$ cat src/rtl/spi_load_ctrl_pkg.sv
// spi_load_ctrl shared definitions: command opcodes, FSM states, word size.
// Optional macro SPI_LOAD_CKSUM_EN adds the CKSUM state.
package spi_load_ctrl_pkg;

   localparam logic [7:0] CMD_WRITE_IMEM = 8'h01;
   localparam logic [7:0] CMD_READ_DMEM  = 8'h02;
   localparam logic [7:0] CMD_RUN        = 8'h03;
   localparam logic [7:0] CMD_HALT       = 8'h04;

   localparam int WORD_BYTES = 4;

   typedef enum logic [3:0] {
      ST_IDLE,
      ST_ADDR,
      ST_LEN,
      ST_WDATA,
      ST_RDREQ,
      ST_RDWAIT,
      ST_RDSEND,
`ifdef SPI_LOAD_CKSUM_EN
      ST_CKSUM,
`endif
      ST_DISCARD
   } state_e;

endpackage

$ cat src/rtl/spi_word_shift.sv
// spi_word_shift: 32-bit byte shift register, MSB first in or out,
// with a byte counter.
// Ports: clk, rst (sync, active high), clr_i (zero byte counter),
//   load_i/load_data_i (parallel load), shift_in_i/byte_i (shift a
//   byte in at the bottom), shift_out_i (shift top byte out),
//   word_o (register contents), last_o (current byte is the last one).
module spi_word_shift
   import spi_load_ctrl_pkg::*;
(
   input  logic        clk,
   input  logic        rst,
   input  logic        clr_i,
   input  logic        load_i,
   input  logic [31:0] load_data_i,
   input  logic        shift_in_i,
   input  logic [7:0]  byte_i,
   input  logic        shift_out_i,
   output logic [31:0] word_o,
   output logic        last_o
);

   logic [31:0] word_q;
   logic [1:0]  cnt_q;

   always_ff @(posedge clk) begin
      if (rst) begin
         word_q <= '0;
         cnt_q  <= '0;
      end else if (clr_i) begin
         cnt_q  <= '0;
      end else if (load_i) begin
         word_q <= load_data_i;
         cnt_q  <= '0;
      end else if (shift_in_i) begin
         word_q <= {word_q[23:0], byte_i};
         cnt_q  <= cnt_q + 2'd1;
      end else if (shift_out_i) begin
         word_q <= {word_q[23:0], 8'h00};
         cnt_q  <= cnt_q + 2'd1;
      end
   end

   assign word_o = word_q;
   assign last_o = (cnt_q == 2'(WORD_BYTES - 1));

endmodule

$ cat src/rtl/spi_load_ctrl.sv
// spi_load_ctrl: SPI byte-command sequencer that loads IMEM, reads DMEM
// and owns core_halt.
// Ports: clk, rst (sync, active high); frame_active, rx_valid, rx_data
//   from the SPI slave; tx_ready/tx_valid/tx_data toward it; imem_we,
//   imem_addr, imem_wdata (IMEM port B); dmem_addr, dmem_rdata (DMEM
//   port B); core_halt, busy, err status.
// Optional macro SPI_LOAD_CKSUM_EN: WRITE_IMEM ends with an XOR byte.
module spi_load_ctrl
   import spi_load_ctrl_pkg::*;
#(
   parameter bit BOOT_HALTED = 1'b1,
   parameter int LEN_W       = 8
) (
   input  logic        clk,
   input  logic        rst,
   input  logic        frame_active,
   input  logic        rx_valid,
   input  logic [7:0]  rx_data,
   input  logic        tx_ready,
   output logic        tx_valid,
   output logic [7:0]  tx_data,
   output logic        imem_we,
   output logic [31:0] imem_addr,
   output logic [31:0] imem_wdata,
   output logic [31:0] dmem_addr,
   input  logic [31:0] dmem_rdata,
   output logic        core_halt,
   output logic        busy,
   output logic        err
);

   state_e            state_q, state_d;
   logic [31:0]       addr_q, addr_d;
   logic [LEN_W-1:0]  len_q, len_d;
   logic              wr_q, wr_d;
   logic              halt_q, halt_d;
   logic              err_q, err_d;
   logic              we_q, we_d;
   logic [31:0]       wdata_q, wdata_d;
   logic [31:0]       iaddr_q, iaddr_d;
`ifdef SPI_LOAD_CKSUM_EN
   logic [7:0]        cksum_q, cksum_d;
`endif

   logic        byte_ev;
   logic        in_payload;
   logic        sh_in, sh_out, sh_load;
   logic [31:0] sh_word;
   logic        sh_last;

   assign byte_ev = rx_valid & frame_active;

   // Losing the frame here means data was half-moved.
   assign in_payload = (state_q == ST_WDATA)
                     | (state_q == ST_RDREQ)
                     | (state_q == ST_RDWAIT)
`ifdef SPI_LOAD_CKSUM_EN
                     | (state_q == ST_CKSUM)
`endif
                     | (state_q == ST_RDSEND);

   spi_word_shift u_shift (
      .clk         (clk),
      .rst         (rst),
      .clr_i       (~frame_active),
      .load_i      (sh_load),
      .load_data_i (dmem_rdata),
      .shift_in_i  (sh_in),
      .byte_i      (rx_data),
      .shift_out_i (sh_out),
      .word_o      (sh_word),
      .last_o      (sh_last)
   );

   always_comb begin
      state_d = state_q;
      addr_d  = addr_q;
      len_d   = len_q;
      wr_d    = wr_q;
      halt_d  = halt_q;
      err_d   = err_q;
      we_d    = 1'b0;
      wdata_d = wdata_q;
      iaddr_d = iaddr_q;
      sh_in   = 1'b0;
      sh_out  = 1'b0;
      sh_load = 1'b0;
`ifdef SPI_LOAD_CKSUM_EN
      cksum_d = cksum_q;
`endif
      if (!frame_active) begin
         if (in_payload) err_d = 1'b1;
         state_d = ST_IDLE;
      end else begin
         case (state_q)
            ST_IDLE: begin
               if (byte_ev) begin
                  case (rx_data)
                     CMD_WRITE_IMEM: begin
                        if (halt_q) begin
                           wr_d    = 1'b1;
                           state_d = ST_ADDR;
                        end else begin
                           err_d   = 1'b1;
                           state_d = ST_DISCARD;
                        end
                     end
                     CMD_READ_DMEM: begin
                        wr_d    = 1'b0;
                        state_d = ST_ADDR;
                     end
                     CMD_RUN:  halt_d = 1'b0;
                     CMD_HALT: begin
                        halt_d = 1'b1;
                        err_d  = 1'b0;
                     end
                     default: begin
                        err_d   = 1'b1;
                        state_d = ST_DISCARD;
                     end
                  endcase
               end
            end
            ST_ADDR: begin
               if (byte_ev) begin
                  sh_in = 1'b1;
                  if (sh_last) begin
                     addr_d  = {sh_word[23:0], rx_data[7:2], 2'b00};
                     state_d = ST_LEN;
                  end
               end
            end
            ST_LEN: begin
               if (byte_ev) begin
                  // 0 wraps on the first decrement: 2**LEN_W words.
                  len_d   = LEN_W'(rx_data);
                  state_d = wr_q ? ST_WDATA : ST_RDREQ;
`ifdef SPI_LOAD_CKSUM_EN
                  cksum_d = 8'h00;
`endif
               end
            end
            ST_WDATA: begin
               if (byte_ev) begin
                  sh_in = 1'b1;
`ifdef SPI_LOAD_CKSUM_EN
                  cksum_d = cksum_q ^ rx_data;
`endif
                  if (sh_last) begin
                     we_d    = 1'b1;
                     wdata_d = {sh_word[23:0], rx_data};
                     iaddr_d = addr_q;
                     addr_d  = addr_q + 32'(WORD_BYTES);
                     if (len_q == LEN_W'(1)) begin
`ifdef SPI_LOAD_CKSUM_EN
                        state_d = ST_CKSUM;
`else
                        state_d = ST_IDLE;
`endif
                     end else begin
                        len_d = len_q - LEN_W'(1);
                     end
                  end
               end
            end
            ST_RDREQ:  state_d = ST_RDWAIT;
            ST_RDWAIT: begin
               sh_load = 1'b1;
               state_d = ST_RDSEND;
            end
            ST_RDSEND: begin
               if (tx_ready) begin
                  sh_out = 1'b1;
                  if (sh_last) begin
                     addr_d = addr_q + 32'(WORD_BYTES);
                     if (len_q == LEN_W'(1)) begin
                        state_d = ST_IDLE;
                     end else begin
                        len_d   = len_q - LEN_W'(1);
                        state_d = ST_RDREQ;
                     end
                  end
               end
            end
`ifdef SPI_LOAD_CKSUM_EN
            ST_CKSUM: begin
               if (byte_ev) begin
                  if (rx_data != cksum_q) err_d = 1'b1;
                  state_d = ST_IDLE;
               end
            end
`endif
            ST_DISCARD: state_d = ST_DISCARD;
            default:    state_d = ST_IDLE;
         endcase
      end
   end

   always_ff @(posedge clk) begin
      if (rst) begin
         state_q <= ST_IDLE;
         addr_q  <= '0;
         len_q   <= '0;
         wr_q    <= 1'b0;
         halt_q  <= BOOT_HALTED;
         err_q   <= 1'b0;
         we_q    <= 1'b0;
         wdata_q <= '0;
         iaddr_q <= '0;
`ifdef SPI_LOAD_CKSUM_EN
         cksum_q <= '0;
`endif
      end else begin
         state_q <= state_d;
         addr_q  <= addr_d;
         len_q   <= len_d;
         wr_q    <= wr_d;
         halt_q  <= halt_d;
         err_q   <= err_d;
         we_q    <= we_d;
         wdata_q <= wdata_d;
         iaddr_q <= iaddr_d;
`ifdef SPI_LOAD_CKSUM_EN
         cksum_q <= cksum_d;
`endif
      end
   end

   assign tx_valid   = (state_q == ST_RDSEND);
   assign tx_data    = tx_valid ? sh_word[31:24] : 8'h00;
   assign imem_we    = we_q;
   assign imem_addr  = iaddr_q;
   assign imem_wdata = wdata_q;
   assign dmem_addr  = addr_q;
   assign core_halt  = halt_q;
   assign busy       = (state_q != ST_IDLE);
   assign err        = err_q;

endmodule

$ cat config.mk
export PLATFORM = sky130hd
export DESIGN_NAME = spi_load_ctrl
export DESIGN_NICKNAME = d
export VERILOG_FILES = /design/src/rtl/spi_load_ctrl_pkg.sv /design/src/rtl/spi_word_shift.sv /design/src/rtl/spi_load_ctrl.sv
export SDC_FILE = /design/constraint.sdc
export NUM_CORES = 1
export LEC_CHECK = 0
export ABC_AREA = 1
export CAP_MARGIN = 40
export CORE_UTILIZATION = 25
export DETAILED_ROUTE_END_ITERATION = 7
export PLACE_DENSITY = 0.44
export SYNTH_ARGS = -nofsm -noshare
export SYNTH_HDL_FRONTEND = slang
export SYNTH_HIERARCHICAL = 1
export SYNTH_SLANG_ARGS = --single-unit
$ cat constraint.sdc
create_clock -name clk -period 1.95 [get_ports clk]
set_input_delay 0.585 -clock clk [delete_from_list [all_inputs] [get_ports clk]]
set_output_delay 0.585 -clock clk [all_outputs]
set_load 0.01 [all_outputs]
==> results.md <==
- Outcome: finished, final reports clean
- Clk Latency, worst-skew pair: 0.42 ns
- CP Capture Type: output pin
- Die ar.: 30,230 um^2
- Min-delay src: err
- Number of H-tree levels: 4
- TritonCTS clock tree: yes
- Layout cells sized above 1: 0.1561
- Global-route congestion overflow total: 0
- Antenna cells: 0
- R2R Setup Slk: 0.09 ns
- Antenna violations before repair: 0
- Max VDD drop: 446.7 uV
- Final setup fails: 0
- Hold Violations, Final: 0
- Synthesized cell area: 7385 um^2
- Synthesis-stage register bit count: 141
- I/O pin count: 154
- Power Density: 676.0 nW/um^2
- CP peak stage delay: 0.33 ns
- Synth Instances: 1,178
- Number of I/O port buffers: 149
- Sequential cell area fraction in the yosys report: 0.3822
- Routability cong.: 0.8272
- Die height: 173.9 um
- Most frequent cells in the layout: nand2_1, nor2_1, dfxtp_1
- Drt pass-1 iters: 5
- Post-DP HPWL: 19.68 mm
- CP max-delay cell: dfxtp_2
- Clock Skews: 0.01686 ns
- Slew Viols, Final: 0
- Total core area: 28,860 um^2
- Delay-heaviest family, CP: simple AND/OR/NAND/NOR gates
- Fin crit period: 1.926 ns
- Die X: 173.9 um
- Worst Hold Class: flop to flop
- Synth Area per Inst: 6.269 um^2
- Arrival @ worst endpoint: 1.34 ns
- Root Driver: clkbuf_16
- R2R depth: 14
- Hold worst-path end: err
- Routed Antenna Nets: 0
- DR WL/cell: 14.83 um
- Nature of the critical path startpoint: flop
- Reg2reg end: dmem_addr[11]
- WL final: 26.50 mm
- Achievable clock frequency: 519.1 MHz
- # DRC: 0
- CTS Hold Bufs: 0
- First-pass GRT wire length: 40.94 mm
- Row count: 62
- Iter 0 DRT Violations: 494
- Leakage: 4.907 nW
- Cell breakdown of the critical path: inv_2 -> nor2_4 -> nand2_4 -> nor2_2 -> buf_2
- Vias in the first global route: 7,495
- Worst hold path depth: 2
- Largest net degree at the start of global routing: 57
- Tot GR Track Use: 0.1725
- FF-to-FF Start: state_q[0]
- CTS buffer count: 17
- CTS Sinks: 141
- Critical path type: flop to output pin
- Critical path peak fanout: 5
- Initial core utilization: 0.2559
- Fin util: 0.3724
- Worst path required time: 1.36 ns
- Syn. warnings: 6
- Netlist cell types: 36
- Area Overhead vs Synth: 45.51%
- Most common cell after layout, fill and taps aside: nand2_1
- WP buf/inv: 2
- Power Total: 7.264 mW
- Vias/cell: 4.380
- CTS clock-pin slew for the worst setup and hold paths: 0.06 ns
- Final Cycle Share: 0.9878
- Nets@finish: 1,439
- Vias: 7,827
- # Max-Cap Violations: 0
- RSZ-0062 raised after global routing: yes
- CTS Buffer Depth: 2
==> sequential cells by signal (all words and copies together) (netlist names) <==
register,cells
state_q,3
imem_wdata,32
dmem_addr,30
u_shift/cnt_q,2
wr_q,1
len_q,8
err,1
imem_addr,30
core_halt,1
u_shift/word_o,32
imem_we,1
==> worst reg2reg max path, cell delays in order, from the launching register on <==
cell and delay, ns:
dfxtp_2 0.33, buf_4 0.14, buf_4 0.15, nand2_4 0.07, inv_2 0.05, nand2_4 0.10, nand2_8 0.09, nand2_4 0.08
nand3_4 0.09, nor2_4 0.21, buf_6 0.15, clkbuf_16 0.14, nand2_1 0.05, nand2_1 0.05, nor2_1 0.04
==> routing by layer <==
| metal | wire (um) | GRT usage |
|---|---|---|
| met2 | 11670 | 0.2730 |
| met1 | 13460 | 0.2438 |
| met5 | 0 | 0 |
| met3 | 1125 | 0.02982 |
| met4 | 251 | 0.03582 |
==> area by class of cell <==
cell class | instances | area [um^2]
fill | 3213 | 18110
multi-input combinational | 869 | 3945
sequential | 141 | 2850
timing repair buffer | 249 | 2476
tap | 384 | 480.5
clock buffer | 20 | 446.7
inverter | 112 | 431.7
clock inverter | 12 | 115.1
==> where the power goes <==
part | internal, mW | leakage (nW) | switching [mW]
Combinational | 0.482 | 3.49 | 0.588
Clock | 1.80 | 0.267 | 1.36
Sequential | 2.96 | 1.15 | 0.0788
Total | 5.24 | 4.91 | 2.02
==> timing repair <==
item / CTS / global route
endpoints found under the setup margin: 39 / 108
setup buffers: 1 / 4
pin swaps: 2 / 6
cloned: 1 / 5
gates resized for setup: 92 / 53
==> worst max-delay path by stage <==
stage                from                 end  slack (ns)  depth (start not counted)
2_1_floorplan  state_q[1]  u_shift/word_o[14]        0.25                         11
3_3_place_gp     rx_valid      imem_wdata[15]       -0.37                         10
3_5_place_dp     rx_valid       imem_addr[27]       -0.38                          9
4_1_cts        state_q[1]          tx_data[2]       -0.08                          5
5_1_grt        state_q[1]          tx_data[7]       -0.04                          5
6_report       state_q[1]          tx_data[1]        0.02                          5
==> kinds of logic (layout without fill, tap and decap cells) <==
kind of cell / count (synthesis) / count (layout) / synth area share
xor+xnor: 6 / 6 / 0.007116
flops: 141 / 141 / 0.3822
compound gates: 199 / 199 / 0.1376
buf+inv: 172 / 393 / 0.1059
fa+ha+maj: 4 / 4 / 0.006778
simple gates: 655 / 656 / 0.3599
other cells: 1 / 4 / 0.0005078
==> through the flow <==
| stage | setup WS (ns) | instances | setup TNS (ns) | hold WS [ns] | cell area [um^2] |
|---|---|---|---|---|---|
| final | 0.02375 | 1787 | 0 | 0.4604 | 10750 |
| after global routing | -0.03933 | 1787 | -0.1814 | 0.4966 | 10750 |
| after CTS | -0.08251 | 1779 | -0.2374 | 0.4695 | 10450 |
| after detailed placement | -0.3810 | 1745 | -44.24 | 0.4595 | 9872 |
| after global placement | -0.3674 | 1745 | -41.28 | 0.4461 | 9872 |
| after floorplan | 0.2531 | 1181 | 0 | 0.4390 | 7396 |
==> cells in the mapped netlist <==
| library cell | instances | share of area |
|---|---|---|
| clkbuf_1 | 19 | 0.0097 |
| inv_2 | 7 | 0.0036 |
| inv_4 | 1 | 0.00085 |
| nand3b_1 | 1 | 0.0010 |
| nand3_1 | 54 | 0.037 |
| nand3_2 | 2 | 0.0027 |
| nand2_1 | 305 | 0.16 |
| nand2_4 | 3 | 0.0046 |
| conb_1 | 1 | 0.00051 |
| clkinv_1 | 1 | 0.00051 |
| o22ai_1 | 4 | 0.0034 |
| nor2_4 | 3 | 0.0046 |
| nand4_1 | 3 | 0.0025 |
| nor3_1 | 16 | 0.011 |
| o221ai_1 | 1 | 0.0012 |
| buf_2 | 17 | 0.012 |
| o21ai_0 | 124 | 0.084 |
| o211ai_1 | 1 | 0.0010 |
| a21oi_1 | 63 | 0.043 |
| buf_1 | 5 | 0.0025 |
| a31oi_1 | 1 | 0.00085 |
| nand2_2 | 8 | 0.0068 |
| nor2_1 | 251 | 0.13 |
| xor2_1 | 6 | 0.0071 |
| buf_6 | 11 | 0.017 |
| buf_4 | 8 | 0.0081 |
| a21oi_2 | 1 | 0.0012 |
| and2_1 | 3 | 0.0025 |
| inv_1 | 103 | 0.052 |
| ha_1 | 4 | 0.0068 |
| o21ai_1 | 3 | 0.0020 |
| or2_2 | 2 | 0.0017 |
| dfxtp_1 | 141 | 0.38 |
| and3_1 | 1 | 0.00085 |
| nor2_2 | 3 | 0.0025 |
| o21ai_2 | 1 | 0.0012 |
(Power assumes the default switching activity.)
